--- src/rtl/mem_port_arbiter_if.sv ---
// Signal bundle between mem_port_arbiter, its two requesters (fetch, data) and the memory.
// master = requesters + memory side, slave = the arbiter.
interface mem_port_arbiter_if #(
    parameter int ADDR_W = 32,
    parameter int DATA_W = 32
);
    logic              if_req;
    logic [ADDR_W-1:0] if_addr;
    logic              if_gnt;
    logic              if_rvalid;
    logic [DATA_W-1:0] if_rdata;

    logic              d_req;
    logic              d_we;
    logic [ADDR_W-1:0] d_addr;
    logic [DATA_W-1:0] d_wdata;
    logic              d_gnt;
    logic              d_rvalid;
    logic [DATA_W-1:0] d_rdata;

    logic              mem_en;
    logic              mem_we;
    logic [ADDR_W-1:0] mem_addr;
    logic [DATA_W-1:0] mem_wdata;
    logic [DATA_W-1:0] mem_rdata;

    logic              busy;

    modport master (
        output if_req, if_addr,
        input  if_gnt, if_rvalid, if_rdata,
        output d_req, d_we, d_addr, d_wdata,
        input  d_gnt, d_rvalid, d_rdata,
        input  mem_en, mem_we, mem_addr, mem_wdata,
        output mem_rdata,
        input  busy
    );

    modport slave (
        input  if_req, if_addr,
        output if_gnt, if_rvalid, if_rdata,
        input  d_req, d_we, d_addr, d_wdata,
        output d_gnt, d_rvalid, d_rdata,
        output mem_en, mem_we, mem_addr, mem_wdata,
        input  mem_rdata,
        output busy
    );
endinterface

--- src/rtl/mem_port_arbiter.sv ---
// Two-port (fetch / data) arbiter onto one single-port synchronous memory, one transaction at a time.
// Define ARB_ROUND_ROBIN_EN for alternating priority instead of data-first with a starvation guard.
module mem_port_arbiter #(
    parameter int ADDR_W     = 32,
    parameter int DATA_W     = 32,
    parameter int MEM_LAT    = 1,
    parameter int STARVE_MAX = 3
) (
    input  logic              clk,
    input  logic              rst,
    mem_port_arbiter_if.slave bus
);
    localparam logic [1:0] IDLE = 2'd0;
    localparam logic [1:0] REQ  = 2'd1;
    localparam logic [1:0] WAIT = 2'd2;
    localparam logic [1:0] RESP = 2'd3;

    localparam logic OWN_IF = 1'b0;
    localparam logic OWN_D  = 1'b1;

    logic [1:0]        state;
    logic              owner;
    logic              we_r;
    logic [ADDR_W-1:0] addr_r;
    logic [DATA_W-1:0] wdata_r;
    logic [3:0]        lat_cnt;
    logic [DATA_W-1:0] if_rdata_r;
    logic [DATA_W-1:0] d_rdata_r;
    logic              win_d;

`ifdef ARB_ROUND_ROBIN_EN
    logic last_owner;

    // On contention the port that did not win last time goes first.
    always_comb win_d = bus.d_req && (!bus.if_req || last_owner == OWN_IF);

    always_ff @(posedge clk) begin
        if (!rst) begin
            last_owner <= OWN_IF;
        end else if (state == IDLE && (bus.if_req || bus.d_req)) begin
            last_owner <= win_d;
        end
    end
`else
    logic [3:0] starve_cnt;

    always_comb win_d = bus.d_req && !(bus.if_req && starve_cnt == 4'(STARVE_MAX));

    // Counted at grant time: only data wins taken over a waiting fetch count.
    always_ff @(posedge clk) begin
        if (!rst) begin
            starve_cnt <= '0;
        end else if (state == REQ) begin
            if (owner == OWN_IF) begin
                starve_cnt <= '0;
            end else if (bus.if_req && starve_cnt != 4'(STARVE_MAX)) begin
                starve_cnt <= starve_cnt + 4'd1;
            end
        end
    end
`endif

    always_ff @(posedge clk) begin
        if (!rst) begin
            state      <= IDLE;
            owner      <= OWN_IF;
            we_r       <= 1'b0;
            addr_r     <= '0;
            wdata_r    <= '0;
            lat_cnt    <= '0;
            if_rdata_r <= '0;
            d_rdata_r  <= '0;
        end else begin
            case (state)
                IDLE: begin
                    if (bus.if_req || bus.d_req) begin
                        owner   <= win_d;
                        we_r    <= win_d && bus.d_we;
                        addr_r  <= win_d ? bus.d_addr : bus.if_addr;
                        wdata_r <= win_d ? bus.d_wdata : '0;
                        state   <= REQ;
                    end
                end
                REQ: begin
                    lat_cnt <= 4'(MEM_LAT - 1);
                    state   <= WAIT;
                end
                WAIT: begin
                    if (lat_cnt == 4'd0) begin
                        state <= RESP;
                        if (!we_r) begin
                            if (owner == OWN_D) d_rdata_r  <= bus.mem_rdata;
                            else                if_rdata_r <= bus.mem_rdata;
                        end
                    end else begin
                        lat_cnt <= lat_cnt - 4'd1;
                    end
                end
                RESP:    state <= IDLE;
                default: state <= IDLE;
            endcase
        end
    end

    // Memory address/data stay on the latched values through WAIT.
    assign bus.mem_en    = (state == REQ);
    assign bus.mem_we    = (state == REQ) && we_r;
    assign bus.mem_addr  = addr_r;
    assign bus.mem_wdata = wdata_r;

    assign bus.if_gnt    = (state == REQ)  && (owner == OWN_IF);
    assign bus.d_gnt     = (state == REQ)  && (owner == OWN_D);
    assign bus.if_rvalid = (state == RESP) && (owner == OWN_IF);
    assign bus.d_rvalid  = (state == RESP) && (owner == OWN_D);
    assign bus.if_rdata  = if_rdata_r;
    assign bus.d_rdata   = d_rdata_r;
    assign bus.busy      = (state != IDLE);
endmodule

--- src/flat_wrapper.sv ---
// flat-port wrapper written by rule: the top's interface ports become plain ports
module mem_port_arbiter_flat 
#(
    parameter int ADDR_W     = 32,
    parameter int DATA_W     = 32,
    parameter int MEM_LAT    = 1,
    parameter int STARVE_MAX = 3
)
  (clk, rst, bus_if_req, bus_if_addr, bus_if_gnt, bus_if_rvalid, bus_if_rdata, bus_d_req, bus_d_we, bus_d_addr, bus_d_wdata, bus_d_gnt, bus_d_rvalid, bus_d_rdata, bus_mem_en, bus_mem_we, bus_mem_addr, bus_mem_wdata, bus_mem_rdata, bus_busy);
  mem_port_arbiter_if #(.ADDR_W(ADDR_W), .DATA_W(DATA_W)) bus_i ();
  input  logic clk;
  input  logic rst;
  input wire logic [$bits(bus_i.if_req)-1:0] bus_if_req;
  input wire logic [$bits(bus_i.if_addr)-1:0] bus_if_addr;
  output wire logic [$bits(bus_i.if_gnt)-1:0] bus_if_gnt;
  output wire logic [$bits(bus_i.if_rvalid)-1:0] bus_if_rvalid;
  output wire logic [$bits(bus_i.if_rdata)-1:0] bus_if_rdata;
  input wire logic [$bits(bus_i.d_req)-1:0] bus_d_req;
  input wire logic [$bits(bus_i.d_we)-1:0] bus_d_we;
  input wire logic [$bits(bus_i.d_addr)-1:0] bus_d_addr;
  input wire logic [$bits(bus_i.d_wdata)-1:0] bus_d_wdata;
  output wire logic [$bits(bus_i.d_gnt)-1:0] bus_d_gnt;
  output wire logic [$bits(bus_i.d_rvalid)-1:0] bus_d_rvalid;
  output wire logic [$bits(bus_i.d_rdata)-1:0] bus_d_rdata;
  output wire logic [$bits(bus_i.mem_en)-1:0] bus_mem_en;
  output wire logic [$bits(bus_i.mem_we)-1:0] bus_mem_we;
  output wire logic [$bits(bus_i.mem_addr)-1:0] bus_mem_addr;
  output wire logic [$bits(bus_i.mem_wdata)-1:0] bus_mem_wdata;
  input wire logic [$bits(bus_i.mem_rdata)-1:0] bus_mem_rdata;
  output wire logic [$bits(bus_i.busy)-1:0] bus_busy;
  assign bus_i.if_req = bus_if_req;
  assign bus_i.if_addr = bus_if_addr;
  assign bus_if_gnt = bus_i.if_gnt;
  assign bus_if_rvalid = bus_i.if_rvalid;
  assign bus_if_rdata = bus_i.if_rdata;
  assign bus_i.d_req = bus_d_req;
  assign bus_i.d_we = bus_d_we;
  assign bus_i.d_addr = bus_d_addr;
  assign bus_i.d_wdata = bus_d_wdata;
  assign bus_d_gnt = bus_i.d_gnt;
  assign bus_d_rvalid = bus_i.d_rvalid;
  assign bus_d_rdata = bus_i.d_rdata;
  assign bus_mem_en = bus_i.mem_en;
  assign bus_mem_we = bus_i.mem_we;
  assign bus_mem_addr = bus_i.mem_addr;
  assign bus_mem_wdata = bus_i.mem_wdata;
  assign bus_i.mem_rdata = bus_mem_rdata;
  assign bus_busy = bus_i.busy;
  mem_port_arbiter #(.ADDR_W(ADDR_W), .DATA_W(DATA_W), .MEM_LAT(MEM_LAT), .STARVE_MAX(STARVE_MAX)) u_core (.clk(clk), .rst(rst), .bus(bus_i));
endmodule
--- config.mk ---
export PLATFORM = sky130hd
export DESIGN_NAME = mem_port_arbiter_flat
export DESIGN_NICKNAME = d
export VERILOG_FILES = /design/src/rtl/mem_port_arbiter_if.sv /design/src/rtl/mem_port_arbiter.sv /design/src/flat_wrapper.sv
export SDC_FILE = /design/constraint.sdc
export NUM_CORES = 1
export LEC_CHECK = 0
export CAP_MARGIN = 25
export CORE_AREA = 2 2 99 149
export CTS_CLUSTER_DIAMETER = 200
export DETAILED_ROUTE_END_ITERATION = 16
export DIE_AREA = 0 0 101 151
export PLACE_DENSITY = 0.81
export SLEW_MARGIN = 40
export SYNTH_ARGS = -nofsm -noshare
export SYNTH_HDL_FRONTEND = slang
export SYNTH_SLANG_ARGS = --single-unit
export TNS_END_PERCENT = 30
--- constraint.sdc ---
create_clock -name clk -period 1.8 [get_ports clk]
set_input_delay 0.27 -clock clk [delete_from_list [all_inputs] [get_ports clk]]
set_output_delay 0.27 -clock clk [all_outputs]
set_load 0.02 [all_outputs]
* After elaboration in Yosys (flattened, before gate mapping)
Index checks and enable logic that the tools add are counted.
** Storage, ports and cells
- Register bits :: 140
- Latch bits :: 0
- RAM bits :: 0
- Bits in read-only memories :: 0
- Bits of input ports :: 133
- Logic and storage cells :: 52
- Memories :: 0
** Operators by class
- Add/sub/neg operators :: 2
- Multiply operators :: 0
- Divide/modulo/power cells :: 0
- $lt $le $gt $ge :: 0
- Eq/ne operators :: 9
- Shift operators :: 0
- Mux-type cells :: 9
- Bitwise gates (word level) :: 2
- Reductions and logical operators :: 21
** Operators by type and width (number)
- two-way mux 32 bit :: 2
- two-way mux 4 bit :: 3
- logical AND 1 bit :: 9
- one-hot mux 2 bit (4 select lines) :: 1
- one-hot mux 4 bit (2 select lines) :: 1
- AND reduction 2 bit :: 4
- AND reduction 4 bit :: 2
- adder 4 x 1 -> 4 bit, second input constant :: 1
- equality test 2 bit, second input constant :: 2
- equality test 4 x 2 -> 1 bit, second input constant :: 1
- logical NOT 4 bit :: 1
- two-way mux 2 bit :: 2
- inequality test 2 x 1 -> 1 bit, second input constant :: 2
- inequality test 2 bit, second input constant :: 2
- inequality test 4 x 2 -> 1 bit, second input constant :: 1
- nonzero test 2 bit :: 2
- subtractor 4 x 1 -> 4 bit, second input constant :: 1
- equality test 2 x 1 -> 1 bit, second input constant :: 1
- logical NOT 2 bit :: 1
- inverter 1 bit :: 2
- logical NOT 1 bit :: 1
- logical OR 1 bit :: 1

* Depth between registers and ports, before layout
- Depth in word-level cells :: 5
- Depth in mapped cells :: 8

* Worst setup path after synthesis
OpenSTA, ideal clock, no wires.
- Kind :: register -> register
- Start :: reg u_core.state[0]
- End :: reg u_core.if_rdata_r[0], in the netlist u_core.bus.if_rdata[0]
- Arrival time :: 1.473 ns
- Data required time :: 1.681 ns
- Setup slack :: 0.207 ns
- Cell stages (with the launch flop) :: 9
- Buffers on the path :: 3
- Cell sequence :: dfxtp_1 -> inv_1 -> ha_1 -> buf_6 -> and3b_1 -> and3b_1 -> buf_6 -> buf_12 -> mux2i_1
** Between the ends
- Longest elaborated chain between the ends :: 2
** Ends and longest elaborated chain
- start, declared :: line mem_port_arbiter.sv:21 : logic [1:0] state;
- start signal, assigned :: line mem_port_arbiter.sv:65 : state <= IDLE;
- start signal, assigned :: line mem_port_arbiter.sv:81 : state <= REQ;
- start signal, assigned :: line mem_port_arbiter.sv:86 : state <= WAIT;
- equality test 2 bit :: line mem_port_arbiter.sv:74 : case (state)
- AND reduction 4 bit (no source line)
- end signal, assigned :: line mem_port_arbiter.sv:93 : else if_rdata_r <= bus.mem_rdata;
- end, declared :: line mem_port_arbiter.sv:27 : logic [DATA_W-1:0] if_rdata_r;
No other way between the ends.
A chain may end at the register's enable or synchronous reset.

* Final worst setup path
- Start :: reg u_core.state[0]
- End :: out bus_if_gnt
** Between the ends
- Longest elaborated chain between the ends :: 2
** Ends and longest elaborated chain
- equality test 2 x 1 -> 1 bit :: line mem_port_arbiter.sv:111 : assign bus.if_gnt = (state == REQ) && (owner == OWN_IF);
- logical AND 1 bit :: line mem_port_arbiter.sv:111
- end, declared :: line flat_wrapper.sv:15 : output wire logic [$bits(bus_i.if_gnt)-1:0] bus_if_gnt;
No other way between the ends.

==> impl_metrics.toml <==
[grt]
track_usage_pct = 22.3
grt_pass1_wl_microns = 27100
grt_pass1_vias = 5543
antenna_found_initial = 0
gr-total-overflow = 0
grt_max_degree = 62

[place]
io_buffers = 267
dp_cells = 1057
dp_slack_ns = -0.0407
routabilityCongestion = 0.831
hpwlAfterDp_microns = 12200

[critical_path]
slowest_stage = "dfxtp_1"
max_stage_delay_ns = 0.40
start_kind = "flop"
end_kind = "primary output"
critPathMaxFanout = 5
r2r_setup_slack_ns = 0.11
startpoint = "u_core.state[0]"
worstPathRequired_ns = 1.53
cp.arrival_ns = 1.45
criticalPathCategory = "reg2out"
cp_cell_sequence = "ha_4 -> nand2b_1 -> inv_1 -> clkdlybuf4s15_2"
timing.rr.start = "u_core.state[0]"

[clock_tree]
cts_made_buffers = 17
worstSkewPairLatency_ns = 0.41
path_clk_slew_ns = 0.06
cts.sinks = 140
ctsHtreeMaxLevel = 4
tritoncts = "done"
cts_root_buffer = "clkbuf_16"
clockBufferDepth = 2

[drt]
drc = 0
num_vias = 5714
antenna_left = 0
wirelength_microns = 17300
firstDrtPassIters = 4
viasPerCell = 5.25
drt_first_iter_violations = 279
wire_per_inst_microns = 15.9

[timing]
slew_viol_final = 0
relSlewSlack_pct = 70.5
fin_crit_sh_pct = 95.3
skew_ns = 0.00533
finalHoldViolCount = 0
hold_slack_ns = 0.265
rsz0062_at_grt = "no"
worst-slew-pin-transition_ns = 0.441
tns_ns = 0
setup_viol = 0
timing.fmax_ghz = 0.583
finalCriticalPeriod_ns = 1.72
setup_ws_ns = 0.0840

[synth]
yosys-top-cells-area = "dfxtp_1, mux2i_1, nand2_1, o21ai_0, a31oi_1"
syn_inst = 662
ys_seq_elements = 140
ys.warnings.count = 0
avgSynthCellArea_sq_um = 8.76
yosysSeqAreaShare_pct = 48.3
synth.distinct_cells = 42
synthesis.nets = 802
yosysTopAreaCellShare_pct = 48.3
yosys.area.top_type = "dfxtp_1"
syn_area_sq_mm = 0.00580

[finish]
fillCellCount = 1131
areaGrowthSynthToFinish_pct = 61.1
final_cell_mix = "clkdlybuf4s50_1, dfxtp_1, nand2_1, o21ai_0, mux2i_1"
final_nets = 1051
fin_cells = 1089
final_common_cell = "clkdlybuf4s50_1"
drive_gt1_share_pct = 7.79
antennaDiodeCount = 0

[power_and_ir_drop]
p_leak_nw = 3.64
p_seq_share_pct = 32.2
internal_power_mw = 8.32
switchingPower_mw = 4.07
vdd_drop_max_mv = 0.767
cellPowerDensity_mw_per_mm2 = 1330
p_clk_share_pct = 31.5
switching_share_pct = 32.9
combPwrFrac_pct = 36.3

[floorplanning]
core_sq_mm = 0.0139
io_pins = 268
die-area_sq_mm = 0.0153
start_util_pct = 41.7
core.rowCount = 53
die_x_microns = 101
die_h_microns = 151

[job]
drv_cap = 0

[worst_hold_path]
min_path_type = "in2reg"
min_from = "rst"

[run_status]
status = "finished, final reports clean"
[final timing paths]
path / depth (start not counted) / end
worst max-delay path: 4 / bus_if_gnt
worst min-delay path: 3 / u_core.bus.mem_wdata[25]
worst max register to register: 6 / u_core.bus.if_rdata[5]
worst min register to register: 2 / u_core.bus.if_rdata[14]
[Yosys cell counts (all sizes together)]
| cell type | n |
|---|---|
| or3b | 1 |
| and3 | 1 |
| nor2 | 2 |
| o2111ai | 3 |
| dfxtp | 140 |
| o31a | 1 |
| o21a | 1 |
| nand2b | 2 |
| nor4 | 1 |
| o211ai | 4 |
| o21ai | 99 |
| a22oi | 1 |
| and2 | 3 |
| buf | 23 |
| nand3b | 4 |
| nand3 | 40 |
| ha | 7 |
| nand4bb | 1 |
| nor3 | 1 |
| a21o | 1 |
| or3 | 1 |
| or2 | 1 |
| nor2b | 2 |
| and3b | 2 |
| a21boi | 4 |
| clkbuf | 37 |
| a21oi | 33 |
| nand2 | 133 |
| o31ai | 1 |
| a31oi | 32 |
| and4bb | 1 |
| nor3b | 3 |
| mux2i | 67 |
| inv | 8 |
| xnor2 | 1 |
[through the flow]
stage	power [mW]	instance area, sq um	utilization, %
final	12.4	9350	67.1
after global routing	13.0	9350	67.1
after CTS	12.5	9350	67.1
after detailed placement	8.55	8680	62.4
after global placement	8.51	8680	62.4
after floorplan	6.43	5800	-
[cell type report]
type	instances	area (sq um)	area share (%)
repair buffers	290	2970	31.8
clock buffers	18	429	4.59
multi-input cells	454	2670	28.6
clock inverters	14	230	2.46
flip-flops and latches	140	2800	30.0
inverters	8	30.0	0.321
well taps	165	206	2.21
[state kept, by name, summed over array words and instances, names as in the netlist]
| signal | count |
|---|---|
| u_core.bus.d_rdata | 32 |
| u_core.bus.if_rdata | 32 |
| u_core.bus.mem_addr | 32 |
| u_core.bus.mem_wdata | 32 |
| u_core.lat_cnt | 4 |
| u_core.owner | 1 |
| u_core.starve_cnt | 4 |
| u_core.state | 2 |
| u_core.we_r | 1 |
[per-layer routing]
metal  share of wire (%)  GRT usage [%]  vias to the layer above
li1                    -              -                     2802
met1                  38           24.4                     2629
met2                  52           39.7                      235
met3                 6.0           5.03                       48
met4                 4.1           11.6                        0
met5                   0              0                        -
[power by group through the flow]
stage / clock network [mW] / logic (mW) / registers, mW
2_1_floorplan: 0 / 1.73 / 4.69
6_report: 3.90 / 4.50 / 3.99
5_1_grt: 4.11 / 4.81 / 4.06
4_1_cts: 3.97 / 4.52 / 3.99
3_5_place_dp: 0 / 4.51 / 4.04
3_3_place_gp: 0 / 4.48 / 4.03
[cells by family (layout without fill, tap and decap cells)]
logic type,count (synthesis),count (layout),synth area share (%)
adder cells (fa/ha/maj),7,7,1.51
XOR/XNOR,1,1,0.151
flip-flops,140,140,48.3
buffers and inverters,68,330,6.04
multiplexers,67,67,11.6
AND/OR/NAND/NOR,199,199,15.4
AO/OA/AOI/OAI,180,180,17.0
[worst max-delay path: cells and delay by family, from the launching register on]
| kind | cells | cell delay (ns) |
|---|---|---|
| buf+inv | 2 | 0.33 |
| simple gates | 1 | 0.11 |
| flops | 1 | 0.40 |
| fa+ha+maj | 1 | 0.20 |
[timing repair]
action | in CTS | in global routing
hold buffers | 0 | 0
resized for setup | 19 | 5
gates cloned | 0 | 0
endpoints found under the setup margin | 7 | 7
hold endpoints to repair | 0 | 0
setup buffers | 0 | 0
(Power assumes the default switching activity.)
==> RTL change (config.mk and constraints unchanged) <==
`ADDR_W` is set to 32 in 3 places; all go to 48.
--- a/src/rtl/mem_port_arbiter_if.sv
+++ b/src/rtl/mem_port_arbiter_if.sv
@@ -1,7 +1,7 @@
 // Signal bundle between mem_port_arbiter, its two requesters (fetch, data) and the memory.
 // master = requesters + memory side, slave = the arbiter.
 interface mem_port_arbiter_if #(
-    parameter int ADDR_W = 32,
+    parameter int ADDR_W = 48,
     parameter int DATA_W = 32
 );
     logic              if_req;
--- a/src/rtl/mem_port_arbiter.sv
+++ b/src/rtl/mem_port_arbiter.sv
@@ -1,7 +1,7 @@
 // Two-port (fetch / data) arbiter onto one single-port synchronous memory, one transaction at a time.
 // Define ARB_ROUND_ROBIN_EN for alternating priority instead of data-first with a starvation guard.
 module mem_port_arbiter #(
-    parameter int ADDR_W     = 32,
+    parameter int ADDR_W     = 48,
     parameter int DATA_W     = 32,
     parameter int MEM_LAT    = 1,
     parameter int STARVE_MAX = 3
--- a/src/flat_wrapper.sv
+++ b/src/flat_wrapper.sv
@@ -1,7 +1,7 @@
 // flat-port wrapper written by rule: the top's interface ports become plain ports
 module mem_port_arbiter_flat 
 #(
-    parameter int ADDR_W     = 32,
+    parameter int ADDR_W     = 48,
     parameter int DATA_W     = 32,
     parameter int MEM_LAT    = 1,
     parameter int STARVE_MAX = 3
Ports: changed (resized bus_d_addr, bus_if_addr and bus_mem_addr); port bits go from 268 to 316. No check against the original RTL was run, so the function may have changed too.
==> RTL change against the unedited design <==
- first-iteration DRC count down 21%
- core utilization up 9.8 points
- count of clock-buffer cells in the layout down 1
- synthesized area up 13%
- wire length up 26%
- final area up 15%
- setup slack worse by 81 ps
- register-to-register slack worse by 110 ps
- via count up 16%
- total power up 13%
- synthesized cell count up 13%
- maximum frequency down 4.5%
- non-clock buffer count up 64
- sequential cell count up 16
==> RTL change: results (changes against the unedited design) <==
Drt
  • Drt first pass iters: 4 (unchanged)
  • DRT iter0 DRCs: 220 (was 279)
  • Via count: 6615 (was 5714)
  • Drt wl/cell: 17.8 um (was 15.9 um)

Yosys
  • Synth top area cells: dfxtp_1 48%, a211oi_1 11%, mux2i_1 10%, nand2_1 7.6%, o21ai_0 6.1% (was dfxtp_1 48%, mux2i_1 12%, nand2_1 8.6%, o21ai_0 8.5%, a31oi_1 3.5%)
  • Ys flop type: dfxtp_1 (unchanged)
  • Synth warn: 0 (unchanged)
  • Number of library cell types mapped by synthesis: 38 (was 42)
  • Seq/Total Area, Yosys: 47.7% (was 48.3%)
  • Post-synth top cells: 156 x dfxtp_1, 132 x nand2_1, 96 x a211oi_1 (was 140 x dfxtp_1, 133 x nand2_1, 98 x o21ai_0)
  • Share of synthesized registers carrying an async set or reset: 0% (unchanged)
  • Syn_nets: 922 (was 802)

Min path
  • Hold endpoint: u_core.bus.if_rdata[8]$_SDFFE_PN0P_ (was u_core.bus.mem_wdata[25]$_SDFFE_PN0P_)
  • Cells on Worst Hold Path: 3 (unchanged)
  • Worst min path class: input port to flop (unchanged)
  • Worst Hold Launch: rst (unchanged)

Worst setup path
  • Capturing point of the worst reg2reg path: u_core.bus.if_rdata[23]$_SDFFE_PN0P_ (was u_core.bus.if_rdata[5]$_SDFFE_PN0P_)
  • Crit path largest cell delay: 390 ps
  • R2R Path Start: u_core.lat_cnt[0]$_SDFFE_PN0P_ (was u_core.state[0]$_SDFFE_PN0P_)
  • CP max FO: 8 (was 5)
  • Worst path slowest cell: or3b_4 (was dfxtp_1)
  • CP arrival: 2140 ps (was 1450 ps)
  • R2R cell count: 7 (was 6)
  • FF-to-FF setup slack: 3 ps (was 110 ps)

Clock tree
  • CTS Root Cell: clkbuf_16 (unchanged)
  • Worst-case clock buffer depth: 2 (unchanged)
  • H-tree levels: 4 (unchanged)
  • TritonCTS Buffers: 17 (unchanged)
  • Clk_lat worst skew: 430 ps (was 410 ps)
  • Reg clk slew, reported paths: 60 ps (about the same)

Placed design
  • Detailed Place HPWL: 15600 um (was 12200 um)
  • Area after DPL: 0.0100 mm2 (was 0.00868 mm2)
  • Placer Congestion: 0.863 (was 0.831)
  • Number of port buffers: 315 (was 267)
  • Pre-CTS setup slack: -27.2 ps (was -40.7 ps)

STA
  • Worst slew pin tran: 413 ps (was 441 ps)
  • Final Skew: 12.8 ps (was 5.33 ps)
  • Hold Vio Cnt, Final: 0 (unchanged)

Global routing
  • First-pass GRT wire length: 33000 um (was 27100 um)
  • Vias in the first global route: 6476 (was 5543)
  • Largest net degree at the start of global routing: 54 (was 62)
  • Tot GR Track Use: 27.6% (was 22.3%)
  • Antenna violations before repair: 0 (unchanged)

Final layout
  • Antenna diode count: 0 (unchanged)
  • Fraction of layout cells with a size suffix above 1: 8.91% (was 7.79%)
  • Max reg flops: 48
  • Nets@finish: 1225 (was 1051)

Power and ir drop
  • VDD IR max: 0.000744 V (was 0.000767 V)
  • Leak pwr: 4.10 nW (was 3.64 nW)

Status
  • Status: finished, final reports clean (unchanged)
==> RTL change: changes by cell type in the layout (fill, tap and decap cells not counted), sizes merged, moves of 18 or more <==
cell	unedited run	this run
a211oi	0	96
a21oi	33	6
a31oi	32	1
buf	24	42
clkdlybuf4s50	259	306
nor2	2	48
==> RTL change: logic make-up after synthesis <==
family                   synth area share [%]
AO/OA/AOI/OAI                            18.8
XOR/XNOR                                0.134
adder cells (fa/ha/maj)                  1.34
buffers and inverters                    5.20
flip-flops                               47.7
multiplexers                             10.3
AND/OR/NAND/NOR                          16.5
==> RTL change: layout make-up <==
type,instances,area (um2)
repair buffers,354,3590
multi-input cells,515,3130
fillers,1032,3210
well taps,165,206
clock inverters,15,205
flip-flops and latches,156,3130
clock buffers,17,425
inverters,9,33.8
==> RTL change: through the flow <==
step | TNS [ps] | instances | hold WS [ps]
detailed placement | -151 | 1193 | 449
floorplan | 0 | 750 | 410
finish | 0 | 1231 | 271
CTS | -9.52 | 1225 | 285
global route | -711 | 1231 | 300
global placement | 0 | 1193 | 441
==> RTL change: per-layer routing <==
| metal | vias up | global-route usage (%) | wire (um) |
|---|---|---|---|
| met2 | 276 | 48.1 | 11200 |
| met5 | - | 0 | 0 |
| met3 | 43 | 9.00 | 1890 |
| met4 | 0 | 11.7 | 688 |
| li1 | 3255 | - | - |
| met1 | 3041 | 30.5 | 8120 |
==> RTL change: worst max-delay path: cells and delay by family (launching register included) <==
family,cells,cell delay [ps]
fa+ha+maj,1,120
buf+inv,3,420
flops,1,330
mux,1,220
simple gates,2,630
==> RTL change: worst max path at each step <==
stage / from / to / slack (ps) / cells past startpoint
2_1_floorplan: u_core.state[0]$_SDFFE_PN0P_ / u_core.bus.if_rdata[29]$_SDFFE_PN0P_ / 60 / 7
3_3_place_gp: bus_if_req / u_core.bus.mem_wdata[21]$_SDFFE_PN0P_ / 30 / 7
3_5_place_dp: bus_if_req / u_core.bus.mem_wdata[18]$_SDFFE_PN0P_ / -30 / 7
4_1_cts: u_core.state[1]$_SDFFE_PN0P_ / bus_if_gnt / -10 / 4
5_1_grt: u_core.state[1]$_SDFFE_PN0P_ / bus_if_gnt / -80 / 4
6_report: u_core.lat_cnt[0]$_SDFFE_PN0P_ / u_core.bus.if_rdata[23]$_SDFFE_PN0P_ / 3 / 7
==> RTL change: timing repair <==
action / in CTS / in global routing
endpoints found under the setup margin: 7 / 70
pin swaps: 0 / 2
resized for setup: 17 / 20
gates cloned: 0 / 2
buffers inserted: 0 / 4
endpoints found under the hold margin: 0 / 0
==> RTL change: where the power goes <==
group          internal (mW)  total (mW)  switching (mW)
clock                   2.24        3.82            1.58
sequential              4.15        4.55           0.399
combinational           2.60        5.57            2.97
total                   8.99        13.9            4.95
